[config.mk]
export PLATFORM = sky130hd
export DESIGN_NAME = mmio_seq_if
export DESIGN_NICKNAME = d
export VERILOG_FILES = /design/src/rtl/mmio_seq_pkg.sv /design/src/rtl/mmio_seq_if_sync_fifo.sv /design/src/rtl/mmio_seq_if.sv
export SDC_FILE = /design/constraint.sdc
export NUM_CORES = 1
export LEC_CHECK = 0
export ABC_AREA = 1
export CAP_MARGIN = 20
export CORE_AREA = 2 2 246 248
export CTS_BUF_LIST = sky130_fd_sc_hd__clkbuf_4
export CTS_CLUSTER_SIZE = 16
export DETAILED_ROUTE_END_ITERATION = 8
export DIE_AREA = 0 0 248 250
export DONT_BUFFER_PORTS = 1
export GPL_TIMING_DRIVEN = 0
export SYNTH_ARGS = -nofsm -noshare
export SYNTH_HDL_FRONTEND = slang
export SYNTH_HIERARCHICAL = 1
export SYNTH_SLANG_ARGS = --single-unit
[constraint.sdc]
create_clock -name clk -period 3.97 [get_ports clk]
set_input_delay 0.5955 -clock clk [delete_from_list [all_inputs] [get_ports clk]]
set_output_delay 0.5955 -clock clk [all_outputs]
set_load 0.05 [all_outputs]
[src/rtl/mmio_seq_pkg.sv]
// Shared definitions for the MCU-side register interface of the fuzzy coprocessor:
// register addresses, CTRL/STATUS bit positions, sequencer states and the
// reset-time membership threshold pattern.
package mmio_seq_pkg;

  localparam logic [7:0] ADDR_STATUS   = 8'h00;
  localparam logic [7:0] ADDR_CTRL     = 8'h01;
  localparam logic [7:0] ADDR_T_STAGE  = 8'h02;
  localparam logic [7:0] ADDR_DT_STAGE = 8'h03;
  localparam logic [7:0] ADDR_G        = 8'h04;
  localparam logic [7:0] ADDR_PUSH     = 8'h05;
  localparam logic [7:0] ADDR_CLR      = 8'h06;
  localparam logic [7:0] ADDR_THR_BASE = 8'h10;

  localparam int CTRL_START    = 0;
  localparam int CTRL_REG_MODE = 1;
  localparam int CTRL_DT_MODE  = 2;
  localparam int CTRL_INIT     = 3;
  localparam int CTRL_AUTO     = 4;
  localparam int CTRL_IRQ_EN   = 5;
  localparam int CTRL_FLUSH    = 6;

  localparam int ST_DONE   = 0;
  localparam int ST_BUSY   = 1;
  localparam int ST_SEMPTY = 2;
  localparam int ST_SFULL  = 3;
  localparam int ST_REMPTY = 4;
  localparam int ST_OVF    = 5;
  localparam int ST_UDF    = 6;
  localparam int ST_TMO    = 7;

  typedef enum logic [1:0] {IDLE, ISSUE, WAIT, CAPTURE} seq_state_t;

  // Reset trapezoid corners (a,b,c,d) for neg/zero/pos; any further set is 0.
  function automatic logic [7:0] default_thr(input int set, input int corner);
    logic [7:0] v;
    v = 8'h00;
    case (set)
      0: case (corner)
           0, 1:    v = 8'h80;
           2:       v = 8'hC0;
           default: v = 8'h00;
         endcase
      1: case (corner)
           0:       v = 8'hC0;
           3:       v = 8'h40;
           default: v = 8'h00;
         endcase
      2: case (corner)
           0:       v = 8'h00;
           1:       v = 8'h40;
           default: v = 8'h80;
         endcase
      default: v = 8'h00;
    endcase
    return v;
  endfunction

endpackage

[src/rtl/mmio_seq_if_sync_fifo.sv]
// Synchronous FIFO with first-word-fall-through head.
// Ports: clk, rst_n (async, active-low); push/pop/flush strobes; din in;
//        dout = current head (valid when !empty); full/empty flags.
// Push while full and pop while empty are ignored; flush wins over both.
module sync_fifo #(
  parameter int W     = 8,
  parameter int DEPTH = 4
) (
  input  logic         clk,
  input  logic         rst_n,
  input  logic         push,
  input  logic         pop,
  input  logic         flush,
  input  logic [W-1:0] din,
  output logic [W-1:0] dout,
  output logic         full,
  output logic         empty
);
  localparam int AW = $clog2(DEPTH);

  logic [W-1:0] mem [DEPTH];
  logic [AW:0]  wp, rp;
  logic         do_push, do_pop;

  // Pointers carry one wrap bit so full and empty are distinguishable.
  assign empty   = (wp == rp);
  assign full    = (wp[AW] != rp[AW]) && (wp[AW-1:0] == rp[AW-1:0]);
  assign do_push = push && !full;
  assign do_pop  = pop && !empty;
  assign dout    = mem[rp[AW-1:0]];

  always_ff @(posedge clk or negedge rst_n) begin
    if (!rst_n) begin
      wp <= '0;
      rp <= '0;
    end else if (flush) begin
      wp <= '0;
      rp <= '0;
    end else begin
      if (do_push) wp <= wp + 1'b1;
      if (do_pop)  rp <= rp + 1'b1;
    end
  end

  always_ff @(posedge clk or negedge rst_n) begin
    if (!rst_n) begin
      for (int i = 0; i < DEPTH; i++) mem[i] <= '0;
    end else if (do_push && !flush) begin
      mem[wp[AW-1:0]] <= din;
    end
  end

endmodule

[src/rtl/mmio_seq_if.sv]
// MCU register interface and sample sequencer for the fuzzy coprocessor core.
// Bus side: cs/rd/wr/addr/wdata in, combinational rdata out.
// Core side: start/init pulses, reg_mode/dt_mode, T_in/dT_in, thr_flat out;
//            valid/G_out in. irq is a registered level interrupt.
//
// state   | meaning
// IDLE    | waiting for START (AUTO=0) or a queued sample (AUTO=1)
// ISSUE   | start pulse high, T_in/dT_in already loaded, timeout armed
// WAIT    | waiting for valid rising edge or timeout
// CAPTURE | push G_out into result FIFO, set DONE
module mmio_seq_if
  import mmio_seq_pkg::*;
#(
  parameter int DATA_W      = 8,
  parameter int N_IN        = 2,
  parameter int N_SETS      = 3,
  parameter int DEPTH       = 4,
  parameter int TIMEOUT_CYC = 64
) (
  input  logic                           clk,
  input  logic                           rst_n,
  input  logic                           cs,
  input  logic                           rd,
  input  logic                           wr,
  input  logic [7:0]                     addr,
  input  logic [DATA_W-1:0]              wdata,
  output logic [DATA_W-1:0]              rdata,
  output logic                           start,
  output logic                           init,
  output logic                           reg_mode,
  output logic                           dt_mode,
  output logic [DATA_W-1:0]              T_in,
  output logic [DATA_W-1:0]              dT_in,
  output logic [N_IN*N_SETS*4*DATA_W-1:0] thr_flat,
  input  logic                           valid,
  input  logic [DATA_W-1:0]              G_out,
  output logic                           irq
);
  localparam int N_THR = N_IN * N_SETS * 4;
  localparam int CW    = $clog2(TIMEOUT_CYC + 1);

  seq_state_t        state, state_n;
  logic [CW-1:0]     tmo_cnt;
  logic              valid_q, valid_rise, rd_q, rd_pulse, wr_en;
  logic              auto_en, irq_en;
  logic [DATA_W-1:0] t_stage, dt_stage;
  logic [DATA_W-1:0] thr [N_THR];
  logic [7:0]        thr_idx;
  logic              thr_hit;
  logic              done, ovf, udf, tmo;
  logic              ctrl_wr, start_req, init_req, flush_req, clr_wr;
  logic              load_fifo, load_stage, tmo_set, cap;
  logic              sf_push, sf_full, sf_empty, rf_pop, rf_full, rf_empty;
  logic [2*DATA_W-1:0] sf_dout;
  logic [DATA_W-1:0] rf_dout;
  logic [7:0]        status, ctrl_rd;

  // Reads act only on the first cycle of a cs&&rd assertion.
  assign rd_pulse   = cs && rd && !rd_q;
  assign wr_en      = cs && wr;
  assign valid_rise = valid && !valid_q;
  assign thr_idx    = addr - ADDR_THR_BASE;
  assign thr_hit    = (addr >= ADDR_THR_BASE) && (thr_idx < 8'(N_THR));

  assign ctrl_wr   = wr_en && (addr == ADDR_CTRL);
  assign start_req = ctrl_wr && wdata[CTRL_START];
  assign init_req  = ctrl_wr && wdata[CTRL_INIT];
  assign flush_req = ctrl_wr && wdata[CTRL_FLUSH] && (state == IDLE);
  assign clr_wr    = wr_en && (addr == ADDR_CLR);
  assign sf_push   = wr_en && (addr == ADDR_PUSH);
  assign rf_pop    = rd_pulse && (addr == ADDR_G);
  assign start     = (state == ISSUE);

  sync_fifo #(.W(2*DATA_W), .DEPTH(DEPTH)) u_sfifo (
    .clk(clk), .rst_n(rst_n), .push(sf_push), .pop(load_fifo), .flush(flush_req),
    .din({t_stage, dt_stage}), .dout(sf_dout), .full(sf_full), .empty(sf_empty)
  );

  sync_fifo #(.W(DATA_W), .DEPTH(DEPTH)) u_rfifo (
    .clk(clk), .rst_n(rst_n), .push(cap), .pop(rf_pop), .flush(flush_req),
    .din(G_out), .dout(rf_dout), .full(rf_full), .empty(rf_empty)
  );

  always_comb begin
    state_n    = state;
    load_fifo  = 1'b0;
    load_stage = 1'b0;
    tmo_set    = 1'b0;
    cap        = 1'b0;
    case (state)
      IDLE: begin
        if (!init_req && !flush_req) begin
          if (auto_en && !sf_empty) begin
            load_fifo = 1'b1;
            state_n   = ISSUE;
          end else if (!auto_en && start_req) begin
            load_stage = 1'b1;
            state_n    = ISSUE;
          end
        end
      end
      ISSUE: state_n = WAIT;
      WAIT: begin
        if (valid_rise) begin
          state_n = CAPTURE;
        end else if (tmo_cnt == '0) begin
          tmo_set = 1'b1;
          state_n = IDLE;
        end
      end
      CAPTURE: begin
        cap     = 1'b1;
        state_n = IDLE;
      end
      default: state_n = IDLE;
    endcase
    if (init_req) begin
      state_n = IDLE;
      tmo_set = 1'b0;
      cap     = 1'b0;
    end
  end

  always_ff @(posedge clk or negedge rst_n) begin
    if (!rst_n) begin
      state    <= IDLE;
      tmo_cnt  <= '0;
      valid_q  <= 1'b0;
      rd_q     <= 1'b0;
      T_in     <= '0;
      dT_in    <= '0;
      init     <= 1'b0;
      irq      <= 1'b0;
      done     <= 1'b0;
      ovf      <= 1'b0;
      udf      <= 1'b0;
      tmo      <= 1'b0;
    end else begin
      state   <= state_n;
      valid_q <= valid;
      rd_q    <= cs && rd;
      init    <= init_req;
      // Down-counter: 64 WAIT cycles elapse before the terminal count fires.
      if (state == ISSUE)
        tmo_cnt <= CW'(TIMEOUT_CYC - 1);
      else if (state == WAIT && tmo_cnt != '0)
        tmo_cnt <= tmo_cnt - 1'b1;
      if (load_fifo) begin
        T_in  <= sf_dout[2*DATA_W-1:DATA_W];
        dT_in <= sf_dout[DATA_W-1:0];
      end else if (load_stage) begin
        T_in  <= t_stage;
        dT_in <= dt_stage;
      end
      // Set beats a simultaneous W1C.
      done <= (done && !(clr_wr && wdata[ST_DONE])) || cap;
      ovf  <= (ovf && !(clr_wr && wdata[ST_OVF])) || (sf_push && sf_full) || (cap && rf_full);
      udf  <= (udf && !(clr_wr && wdata[ST_UDF])) || (rf_pop && rf_empty);
      tmo  <= (tmo && !(clr_wr && wdata[ST_TMO])) || tmo_set;
      irq  <= irq_en && (done || ovf || udf || tmo);
    end
  end

  always_ff @(posedge clk or negedge rst_n) begin
    if (!rst_n) begin
      reg_mode <= 1'b1;
      dt_mode  <= 1'b1;
      auto_en  <= 1'b0;
      irq_en   <= 1'b0;
      t_stage  <= '0;
      dt_stage <= '0;
      for (int k = 0; k < N_THR; k++)
        thr[k] <= DATA_W'($signed(default_thr((k / 4) % N_SETS, k % 4)));
    end else if (wr_en) begin
      if (addr == ADDR_CTRL) begin
        reg_mode <= wdata[CTRL_REG_MODE];
        dt_mode  <= wdata[CTRL_DT_MODE];
        auto_en  <= wdata[CTRL_AUTO];
        irq_en   <= wdata[CTRL_IRQ_EN];
      end
      if (addr == ADDR_T_STAGE) t_stage <= wdata;
      if (addr == ADDR_DT_STAGE && !dt_mode) dt_stage <= wdata;
      for (int k = 0; k < N_THR; k++)
        if (thr_hit && thr_idx == 8'(k)) thr[k] <= wdata;
    end
  end

  always_comb begin
    thr_flat = '0;
    for (int k = 0; k < N_THR; k++) thr_flat[k*DATA_W +: DATA_W] = thr[k];
  end

  assign status  = {tmo, udf, ovf, rf_empty, sf_full, sf_empty, (state != IDLE), done};
  assign ctrl_rd = {1'b0, 1'b0, irq_en, auto_en, 1'b0, dt_mode, reg_mode, 1'b0};

  always_comb begin
    rdata = '0;
    if (cs && rd) begin
      case (addr)
        ADDR_STATUS:   rdata = DATA_W'(status);
        ADDR_CTRL:     rdata = DATA_W'(ctrl_rd);
        ADDR_T_STAGE:  rdata = t_stage;
        ADDR_DT_STAGE: rdata = dt_stage;
        ADDR_G:        rdata = rf_empty ? '0 : rf_dout;
        default: begin
          for (int k = 0; k < N_THR; k++)
            if (thr_hit && thr_idx == 8'(k)) rdata = thr[k];
        end
      endcase
    end
  end

endmodule

==> results by group <==
Synth
  • Mapped Nets: about 2200
  • Share of the synthesized area in the top cell type: 48.76%
  • Async S/R FF share, synth: between 90% and 100%
  • Post-synth EDFFs: 0
  • Mapped Area: 16990 um2
  • Yosys reg bits: around 350
  • Register area share after synthesis: ~52%
  • Most area-consuming cells after synthesis: dfrtp_1 49%, nand2_1 18%, o21ai_0 8.8%, inv_1 3.7%, dfstp_2 3.4%
  • Syn Area/Cell: slightly below 8 um2
  • Predominant post-synthesis flop cell: dfrtp_1
  • Synth unique cells: 46
  • Ys Warns: 6
  • Yosys top cell by area: dfrtp_1
  • Post-Synthesis Cells: between 2000 and 2500

Clock tree
  • H-tree depth: 3
  • CTS Buffer Depth: 3
  • Cts bufs inserted: 100
  • Clk slew on worst S/H paths: approximately 0.06 ns
  • CTS root buffer: clkbuf_4
  • Sink Count: ~350
  • Worst-Skew Late Latency: between 0.8 and 0.9 ns
  • TritonCTS clock tree: built
  • Hold-fix buffers, CTS: 12

Die
  • Overall die height: roughly 250 um
  • Initial Util: 28.52%
  • Row cnt: 90
  • CORE AREA: just under 60000 um2
  • Die width: 248 um
  • Ports: 251
  • Die ar.: between 60000 and 70000 um2

Min path
  • Worst Hold Class: input port to asynchronous set/reset pin

Pwr
  • Total power: approximately 9200 uW
  • Max IR drop VDD: between 0.3 and 0.4 mV
  • Leak pwr: between 0.009 and 0.01 uW
  • Pwr Density: 457.7 nW/um2

Layout
  • Share of post-route cells with drive strength above 1: approximately 16%
  • Area grow syn2layout: 18.87%
  • Commonest non-fill, non-tap cell in the layout: nand2_1
  • Commonest cells after routing, fill and taps aside: 802 x nand2_1, 322 x dfrtp_1, 295 x o21ai_0, 156 x inv_1, 144 x clkbuf_4
  • Fillcell total: 6190
  • Nets: around 2400
  • Layout Utilization: ~34%

Place
  • DP Wirelength: around 44 mm
  • Port bufs: 0
  • Gpl congestion: just under 0.9

Timing
  • Clk_skew: 0.06990 ns
  • # setup viols final: 8
  • Max-slew violations: 0
  • Final period util: 109.1%
  • Worst slew pin tran: 1.126 ns
  • Highest Clock Rate: 230.8 MHz
  • Final worst slack: -0.3622 ns
  • Worst Hold Slack: -0.4798 ns
  • Final hold vios: between 300 and 400
  • Min Tclk post-route: ~4.3 ns
  • RSZ-0062 raised after global routing: yes
  • Slew Limit Headroom: 24.96%

Worst setup path
  • Crit Path Max Fanout: 7
  • R2R Path End: u_sfifo/rp[0]
  • Startpoint types: input port
  • R2R cell count: 13
  • R2R Path Start: u_sfifo/rp[1]
  • CP endpoint kind: output pin
  • WP data required: 3.37 ns
  • Worst EP arrival: approximately 3.7 ns
  • Crit Path Category: input port to output pin
  • R2R Setup Slk: just over 0.9 ns
  • Crit path from: addr[4]

GRT
  • Vias in the first global route: around 15000
  • Grt ovf: 0
  • Initial antenna violation count: 3
  • Total global-route track usage: between 15 and 20%
  • Largest net degree at the start of global routing: between 300 and 400
  • First-pass GRT wire length: between 90 and 100 mm

Run
  • Number of max-cap violations: 0

Detailed routing
  • 1st-iter DRT viols: approximately 1400
  • Remaining DRCs: 0
  • DR vias/cell: 4.967
  • Total wire length: 61.38 mm
  • DRT Pass-1 Iters: 6
  • DR WL/cell: just under 20 um
  • Total number of vias: ~16000
  • Final ANT Viol Nets: 0

Run status
  • Outcome: finished, violations left
  • Failing checks: negative hold slack, negative setup slack
worst max path at each step:
stage,end,cells after the start
5_1_grt,rdata[7],24
4_1_cts,rdata[7],23
6_report,rdata[2],25
3_5_place_dp,rdata[6],25
2_1_floorplan,rdata[6],25
3_3_place_gp,rdata[6],25
timing repair:
| action | 4_1_cts | 5_1_grt |
|---|---|---|
| hold endpoints to repair | 388 | 352 |
| setup endpoints to repair | 8 | 8 |
| pin swaps | 31 | 49 |
| setup buffers | 17 | 14 |
| gates resized for setup | 91 | 58 |
worst max-delay path: stages:
cell and delay (ns):
clkinvlp_4 0.10, ha_4 0.20, xnor2_4 0.18, buf_6 0.13, nand4_4 0.19, nor3_4 0.31
buf_6 0.15, nand2_1 0.08, nand2_1 0.10, inv_1 0.04, nand4_1 0.07, nand2_1 0.10
nand4_1 0.08, nand2_1 0.10, nand4_1 0.15, nor2_2 0.07, nand4_1 0.08, nand3_1 0.11
nand2_1 0.08, nand2_1 0.07, nand2_1 0.07, nand2_1 0.07, nand3_1 0.08, nand3_2 0.09
a21oi_4 0.45
logic make-up after synthesis:
logic type / synth area share, %
buffers and inverters: 5.848
AO/OA/AOI/OAI: 11.92
XOR/XNOR: 0.4493
adder cells (fa/ha/maj): 1.105
flip-flops: 52.16
AND/OR/NAND/NOR: 28.51
synthesized netlist by cell type, types with 5 or more instances:
cell	number
nor2_2	5
buf_2	8
a32o_1	5
nor2_4	9
a21oi_1	21
clkbuf_1	61
nor3_2	6
or2_2	16
nand3_1	77
nor2_1	144
nor3_1	12
a31oi_1	16
nand4_1	32
inv_1	166
dfrtp_1	331
nand4_2	5
ha_1	15
o21ai_0	297
o22ai_1	28
nand2_1	826
dfstp_2	22
per-layer routing:
| layer | GRT usage [%] | vias to the layer above | wire [um] |
|---|---|---|---|
| li1 | - | 7358 | - |
| met1 | 25.27 | 7542 | 25700 |
| met2 | 30.47 | 731 | 27750 |
| met3 | 6.764 | 125 | 5874 |
| met4 | 7.938 | 0 | 2058 |
| met5 | 0 | - | 0 |
where the power goes:
part	total [uW]	switching (uW)	internal (uW)	leakage (uW)
sequential	4500	590	3910	0.00471
clock	3360	1630	1730	0.000749
combinational	1380	926	457	0.00390
state kept, by name, indices dropped and copies added (netlist names), 2 cells and up:
register / count
thr_flat: 192
u_sfifo/mem: 64
u_rfifo/mem: 32
T_in: 8
dT_in: 8
dt_stage: 8
t_stage: 8
tmo_cnt: 7
u_rfifo/rp: 3
u_rfifo/wp: 3
u_sfifo/rp: 3
u_sfifo/wp: 3
state: 2
metrics by stage:
stage,setup TNS [ns],cell area [um2],std cells,hold WS (ns),setup slack [ns]
2_1_floorplan,0,17010,2160,0.2999,0.03119
3_3_place_gp,-6.180,17990,2942,0.3242,-0.9301
3_5_place_dp,-6.614,17990,2942,0.3244,-0.9942
4_1_cts,-2.414,19880,3153,-0.6724,-0.3440
5_1_grt,-3.926,20190,3171,-0.5962,-0.5355
6_report,-2.215,20190,3172,-0.4798,-0.3622
final cells by class:
class | instances | area [um2] | share of cell area, %
Buffer | 78 | 350.3 | 1.735
Multi-Input combinational cell | 1555 | 7647 | 37.87
Antenna cell | 5 | 12.51 | 0.06196
Inverter | 174 | 685.7 | 3.396
Timing Repair Buffer | 43 | 379.1 | 1.877
Clock buffer | 144 | 1081 | 5.354
Sequential cell | 353 | 8872 | 43.94
Clock inverter | 38 | 186.4 | 0.9232
Tap cell | 782 | 978.4 | 4.845
No activity file was read; power rests on OpenSTA's default activity.
